### config.mk
export PLATFORM = sky130hd
export DESIGN_NAME = div_unit
export DESIGN_NICKNAME = d
export VERILOG_FILES = /design/src/rtl/div_unit_pkg.sv /design/src/rtl/div_unit_step.sv /design/src/rtl/div_unit.sv
export SDC_FILE = /design/constraint.sdc
export NUM_CORES = 1
export LEC_CHECK = 0
export BUFFER_PORTS_ARGS = -buffer_cell sky130_fd_sc_hd__buf_4
export CORE_MARGIN = 4
export CORE_UTILIZATION = 35
export CTS_CLUSTER_DIAMETER = 100
export DETAILED_ROUTE_END_ITERATION = 8
export GPL_TIMING_DRIVEN = 0
export PLACE_DENSITY = 0.55
export SYNTH_ARGS = -nofsm -noshare
export SYNTH_HDL_FRONTEND = slang
export SYNTH_SLANG_ARGS = --single-unit
export TNS_END_PERCENT = 30
### constraint.sdc
create_clock -name clk -period 11.7 [get_ports clk]
set_input_delay 1.755 -clock clk [delete_from_list [all_inputs] [get_ports clk]]
set_output_delay 1.755 -clock clk [all_outputs]
set_load 0.005 [all_outputs]
### src/rtl/div_unit_pkg.sv
// Shared definitions for the multi-cycle DIV/DIVU unit.
// Holds the state encoding and the default operand width.
package div_unit_pkg;

    localparam int DIV_WIDTH = 32;

    typedef enum logic [1:0] {
        DIV_IDLE = 2'd0,
        DIV_RUN  = 2'd1,
        DIV_DBZ  = 2'd2,
        DIV_DONE = 2'd3
    } div_state_e;

endpackage

### src/rtl/div_unit_step.sv
// One radix-2 restoring iteration, purely combinational.
// The subtract is one bit wider so its MSB is the borrow.
module div_unit_step #(
    parameter int WIDTH = 32
) (
    input  logic [WIDTH-1:0] rem_in,
    input  logic             dividend_bit,
    input  logic [WIDTH-1:0] divisor,
    output logic [WIDTH-1:0] rem_out,
    output logic             q_bit
);

    logic [WIDTH:0] shifted;
    logic [WIDTH:0] trial;

    // Shift in the next dividend bit and restore on borrow
    always_comb begin
        shifted = {rem_in, dividend_bit};
        trial   = shifted - {1'b0, divisor};
        q_bit   = ~trial[WIDTH];
        rem_out = trial[WIDTH] ? shifted[WIDTH-1:0] : trial[WIDTH-1:0];
    end

endmodule

### src/rtl/div_unit.sv
// Multi-cycle restoring divider for DIV/DIVU beside the EX stage.
// Returns {remainder, quotient}; busy stalls the pipe while iterating.
import div_unit_pkg::*;

module div_unit #(
    parameter int WIDTH = DIV_WIDTH
) (
    input  logic               clk,
    input  logic               rst,
    input  logic               start,
    input  logic               signed_div,
    input  logic               annul,
    input  logic [WIDTH-1:0]   x,
    input  logic [WIDTH-1:0]   y,
    output logic               busy,
    output logic               ready,
    output logic [2*WIDTH-1:0] result
);

    localparam int CW = $clog2(WIDTH);

    div_state_e       state;
    div_state_e       nxt;
    logic [CW-1:0]    cnt;
    logic [WIDTH-1:0] dq;
    logic [WIDTH-1:0] dvs;
    logic [WIDTH-1:0] rem;
    logic             sdiv;
    logic             qsign;
    logic             rsign;

    logic [WIDTH-1:0] xabs;
    logic [WIDTH-1:0] yabs;
    logic [WIDTH-1:0] rem_nx;
    logic             qbit;
    logic [WIDTH-1:0] q_fin;
    logic [WIDTH-1:0] q_out;
    logic [WIDTH-1:0] r_out;
    logic             last;
    logic             launch;

    div_unit_step #(.WIDTH(WIDTH)) u_step (
        .rem_in       (rem),
        .dividend_bit (dq[WIDTH-1]),
        .divisor      (dvs),
        .rem_out      (rem_nx),
        .q_bit        (qbit)
    );

    // Operand magnitudes, final quotient and sign fix-up
    always_comb begin
        xabs   = (signed_div && x[WIDTH-1]) ? -x : x;
        yabs   = (signed_div && y[WIDTH-1]) ? -y : y;
        q_fin  = {dq[WIDTH-2:0], qbit};
        q_out  = (sdiv && qsign) ? -q_fin : q_fin;
        r_out  = (sdiv && rsign) ? -rem_nx : rem_nx;
        last   = (cnt == CW'(WIDTH - 1));
        launch = start && !annul;
    end

    // Next state and handshake outputs
    always_comb begin
        nxt   = state;
        busy  = 1'b0;
        ready = 1'b0;
        unique case (state)
            DIV_IDLE: begin
                if (launch)
                    nxt = (y == '0) ? DIV_DBZ : DIV_RUN;
            end
            DIV_RUN: begin
                busy = 1'b1;
                if (annul)
                    nxt = DIV_IDLE;
                else if (last)
                    nxt = DIV_DONE;
            end
            DIV_DBZ: begin
                busy = 1'b1;
                nxt  = annul ? DIV_IDLE : DIV_DONE;
            end
            DIV_DONE: begin
                ready = 1'b1;
                nxt   = DIV_IDLE;
            end
        endcase
    end

    // State register, iteration datapath and result register
    always_ff @(posedge clk) begin
        if (rst) begin
            state  <= DIV_IDLE;
            cnt    <= '0;
            dq     <= '0;
            dvs    <= '0;
            rem    <= '0;
            sdiv   <= 1'b0;
            qsign  <= 1'b0;
            rsign  <= 1'b0;
            result <= '0;
        end else begin
            state <= nxt;
            if (state == DIV_IDLE && launch) begin
                dq    <= xabs;
                dvs   <= yabs;
                rem   <= '0;
                cnt   <= '0;
                sdiv  <= signed_div;
                qsign <= x[WIDTH-1] ^ y[WIDTH-1];
                rsign <= x[WIDTH-1];
            end
            if (state == DIV_RUN && !annul) begin
                dq  <= q_fin;
                rem <= rem_nx;
                cnt <= cnt + 1'b1;
                if (last)
                    result <= {r_out, q_out};
            end
            if (state == DIV_DBZ && !annul)
                result <= '0;
        end
    end

endmodule

==> impl_metrics.toml <==
[run_status]
status = "finished, final reports clean"

[yosys]
synthSimpleGateAreaFrac_pct = 23.96
syn_inst = 1597
synth_area_leader_cell = "dfxtp_1"
synth-seq-cells = 170
muxShareOfSynthArea_pct = 1.971
ys_top_cells_by_area = "dfxtp_1 29%, nor2_1 6.9%, nand2_1 6.0%, xnor2_1 5.5%, a21oi_1 5.0%"
synth_top_cell_area_share_pct = 28.83
synth_edf_count = 0
ys_async_sr_fraction_pct = 0
synth_compound_area_share_pct = 25.76
synth_nets = 1709
syn_avg_cell_area_sq_um = 7.393
synth_warnings = 0
seq_area_frac_synth_pct = 28.83
synth-xor-area-share_pct = 9.570
synth_fa_ha_area_share_pct = 4.621
synth_top_family_by_area = "compound AO/OA/AOI/OAI gates"
synthFlopType = "dfxtp_1"
ys_types = 80
netlist_area_sq_um = 11810

[power_and_ir_drop]
p_clk_share_pct = 19.4
max-vdd-ir-drop_mv = 0.1260
p_per_area_nw_per_um2 = 216.1
p_comb_share_pct = 57.7
netSwitchingFraction_pct = 50.56
totalPowerFinal_mw = 3.016
netSwitchingPower_mw = 1.525
p_int_mw = 1.491
p_seq_share_pct = 22.9
p_leak_nw = 5.080

[run]
drv_cap = 0

[global_routing]
grt_pass1_wl_microns = 66320
grt_overflow = 0
grt_max_degree = 20
grt_use_total_pct = 22.90
antenna_found_initial = 0
grt_pass1_vias = 11315

[min_path]
worstHoldStart = "result[58]$_SDFFE_PP0P_"
hp-class = "flop to flop"

[drt]
drt.antenna.violating_nets = 0
vias = 12224
wl_per_cell_microns = 19.49
dr.first_iter.drc_count = 1038
drc = 0
drt_first_pass_iters = 8
wirelength_microns = 42960
avgViaCountPerCell = 5.546

[die]
fp.dieH_microns = 191.7
core_sq_um = 32870
dieArea_sq_um = 36740
die_w_microns = 191.7
initial_utilization_pct = 35.92
fp-row-count = 66
ioPinCount = 135

[final_layout]
antenna_cells = 0
area_delta_synth_final_pct = 18.22
fin_cells = 2204
final_nets = 1861
post_route_cells_drive_above_1_share_pct = 11.69

[placed_design]
dpl.hpwl_microns = 34440
routabilityCongestion = 0.9098
placed_cells = 2172
numPortBuffers = 133

[timing]
worst_pin_slew_ns = 1.024
period_share_pct = 56.52
clock.fmax_mhz = 151.2
finClkSkew_ns = 0.01864
hold_violations = 0
tns_ns = 0
finalSetupViolations = 0
post-route-min-period_ns = 6.612
slew_headroom_pct = 31.51
drv_slew = 0
rsz0062_at_grt = "no"

[setup_path]
crit_arrival_ns = 6.94
path_max_fanout = 10
crit_path_end_kind = "flop"
crit_path_start = "dq[31]$_SDFFE_PP0P_"
worstReg2RegStart = "dq[31]$_SDFFE_PP0P_"
crit_type = "flop to flop"
cp.required_ns = 12.03
start_kind = "flop"

[clock_tree]
cts_htree_levels = 4
clkLatencyLatePin_ns = 0.45
cts_setup_buffers = 0
clk_pin_slew_ns = 0.09
post_cts_resized = 0
clock-sinks = 170
numCtsBuffers = 17
postCtsHoldBufs = 0
cts_tree = "done"
root_buffer = "clkbuf_16"
clockBufferDepth = 2
## layout make-up
class / instances / area [sq um]
Fill cell: 3530 / 18910
Clock buffer: 18 / 429.2
Multi-Input combinational cell: 1271 / 7779
Buffer: 96 / 396.6
Clock inverter: 14 / 170.2
Tap cell: 442 / 553.0
Timing Repair Buffer: 133 / 998.5
Inverter: 60 / 227.7
Sequential cell: 170 / 3403
## power groups by stage
stage	Clock (mW)	Combinational [mW]	Sequential, mW
2_1_floorplan	0	1.21	0.674
3_3_place_gp	0	1.69	0.698
3_5_place_dp	0	1.70	0.701
4_1_cts	0.594	1.71	0.687
5_1_grt	0.615	1.90	0.696
6_report	0.585	1.74	0.690
## metal layers
metal / share of wire [%] / GRT usage (%)
met5: 0 / 0
met4: 1.1 / 4.365
met3: 7.1 / 3.853
met2: 42 / 33.51
met1: 50 / 35.25
## logic make-up after synthesis
group,Yosys count
simple gates,620
compound gates,456
flops,170
buf+inv,156
xor+xnor,129
fa+ha+maj,43
mux,23
## cells in the final DEF (no fill, tap or decap), drive strengths merged, types with 35 or more instances in the layout
cell	count
a211oi	60
a21oi	125
a31oi	63
buf	149
clkbuf	98
dfxtp	170
ha	42
inv	69
nand2	190
nand3	59
nor2	218
nor3	35
o21ai	83
xnor2	74
xor2	55
## synth_stat cells (22+ instances only)
cell type	instances
nor2_1	217
nand2_1	189
dfxtp_1	170
a21oi_1	117
clkbuf_1	80
o21ai_0	74
xnor2_1	74
a31oi_1	63
a211oi_1	59
inv_1	59
nand3_1	59
xor2_1	55
ha_1	42
nor3_1	33
or3_1	26
o31ai_1	22
## registers in the layout, indices dropped and copies added, names as in the netlist, 2 cells and up
signal	count
cnt	5
dq	32
rem	32
dvs	32
result	64
state	2
## metrics by stage
stage / area [sq um] / utilization (%) / hold slack [ns] / setup WS [ns]
finish: 13960 / 42.47 / 0.4533 / 5.088
global route: 13960 / 42.47 / 0.4747 / 4.771
CTS: 13960 / 42.47 / 0.4556 / 5.207
detailed placement: 13360 / 40.64 / 0.4444 / 5.230
global placement: 13360 / 40.64 / 0.4430 / 5.289
floorplan: 11810 / - / 0.4319 / 7.041
## critical path, stage by stage (launching register included)
cell and delay [ns]:
dfxtp_1 0.50, inv_1 0.08, ha_1 0.22, fa_1 0.42, nand2b_1 0.19, a21oi_1 0.42
o211ai_2 0.22, a21oi_2 0.28, o21a_1 0.16, buf_6 0.19, nor2_8 0.09, inv_4 0.17
buf_6 0.18, clkbuf_1 0.55, buf_2 0.41, o21ai_0 0.32, inv_1 0.14, ha_1 0.24
inv_1 0.05, or2_2 0.33, o41ai_1 0.34, nand3_1 0.26, o31ai_1 0.50, xor2_1 0.18
o21ai_1 0.07
## final timing paths
path,end,slack [ns],depth (start not counted)
max,result[56]$_SDFFE_PP0P_,5.09,24
min,result[58]$_SDFFE_PP0P_,0.45,2
max reg2reg,result[56]$_SDFFE_PP0P_,5.09,24
min reg2reg,result[58]$_SDFFE_PP0P_,0.45,2
Note: power is estimated with default switching activity, not from simulation.
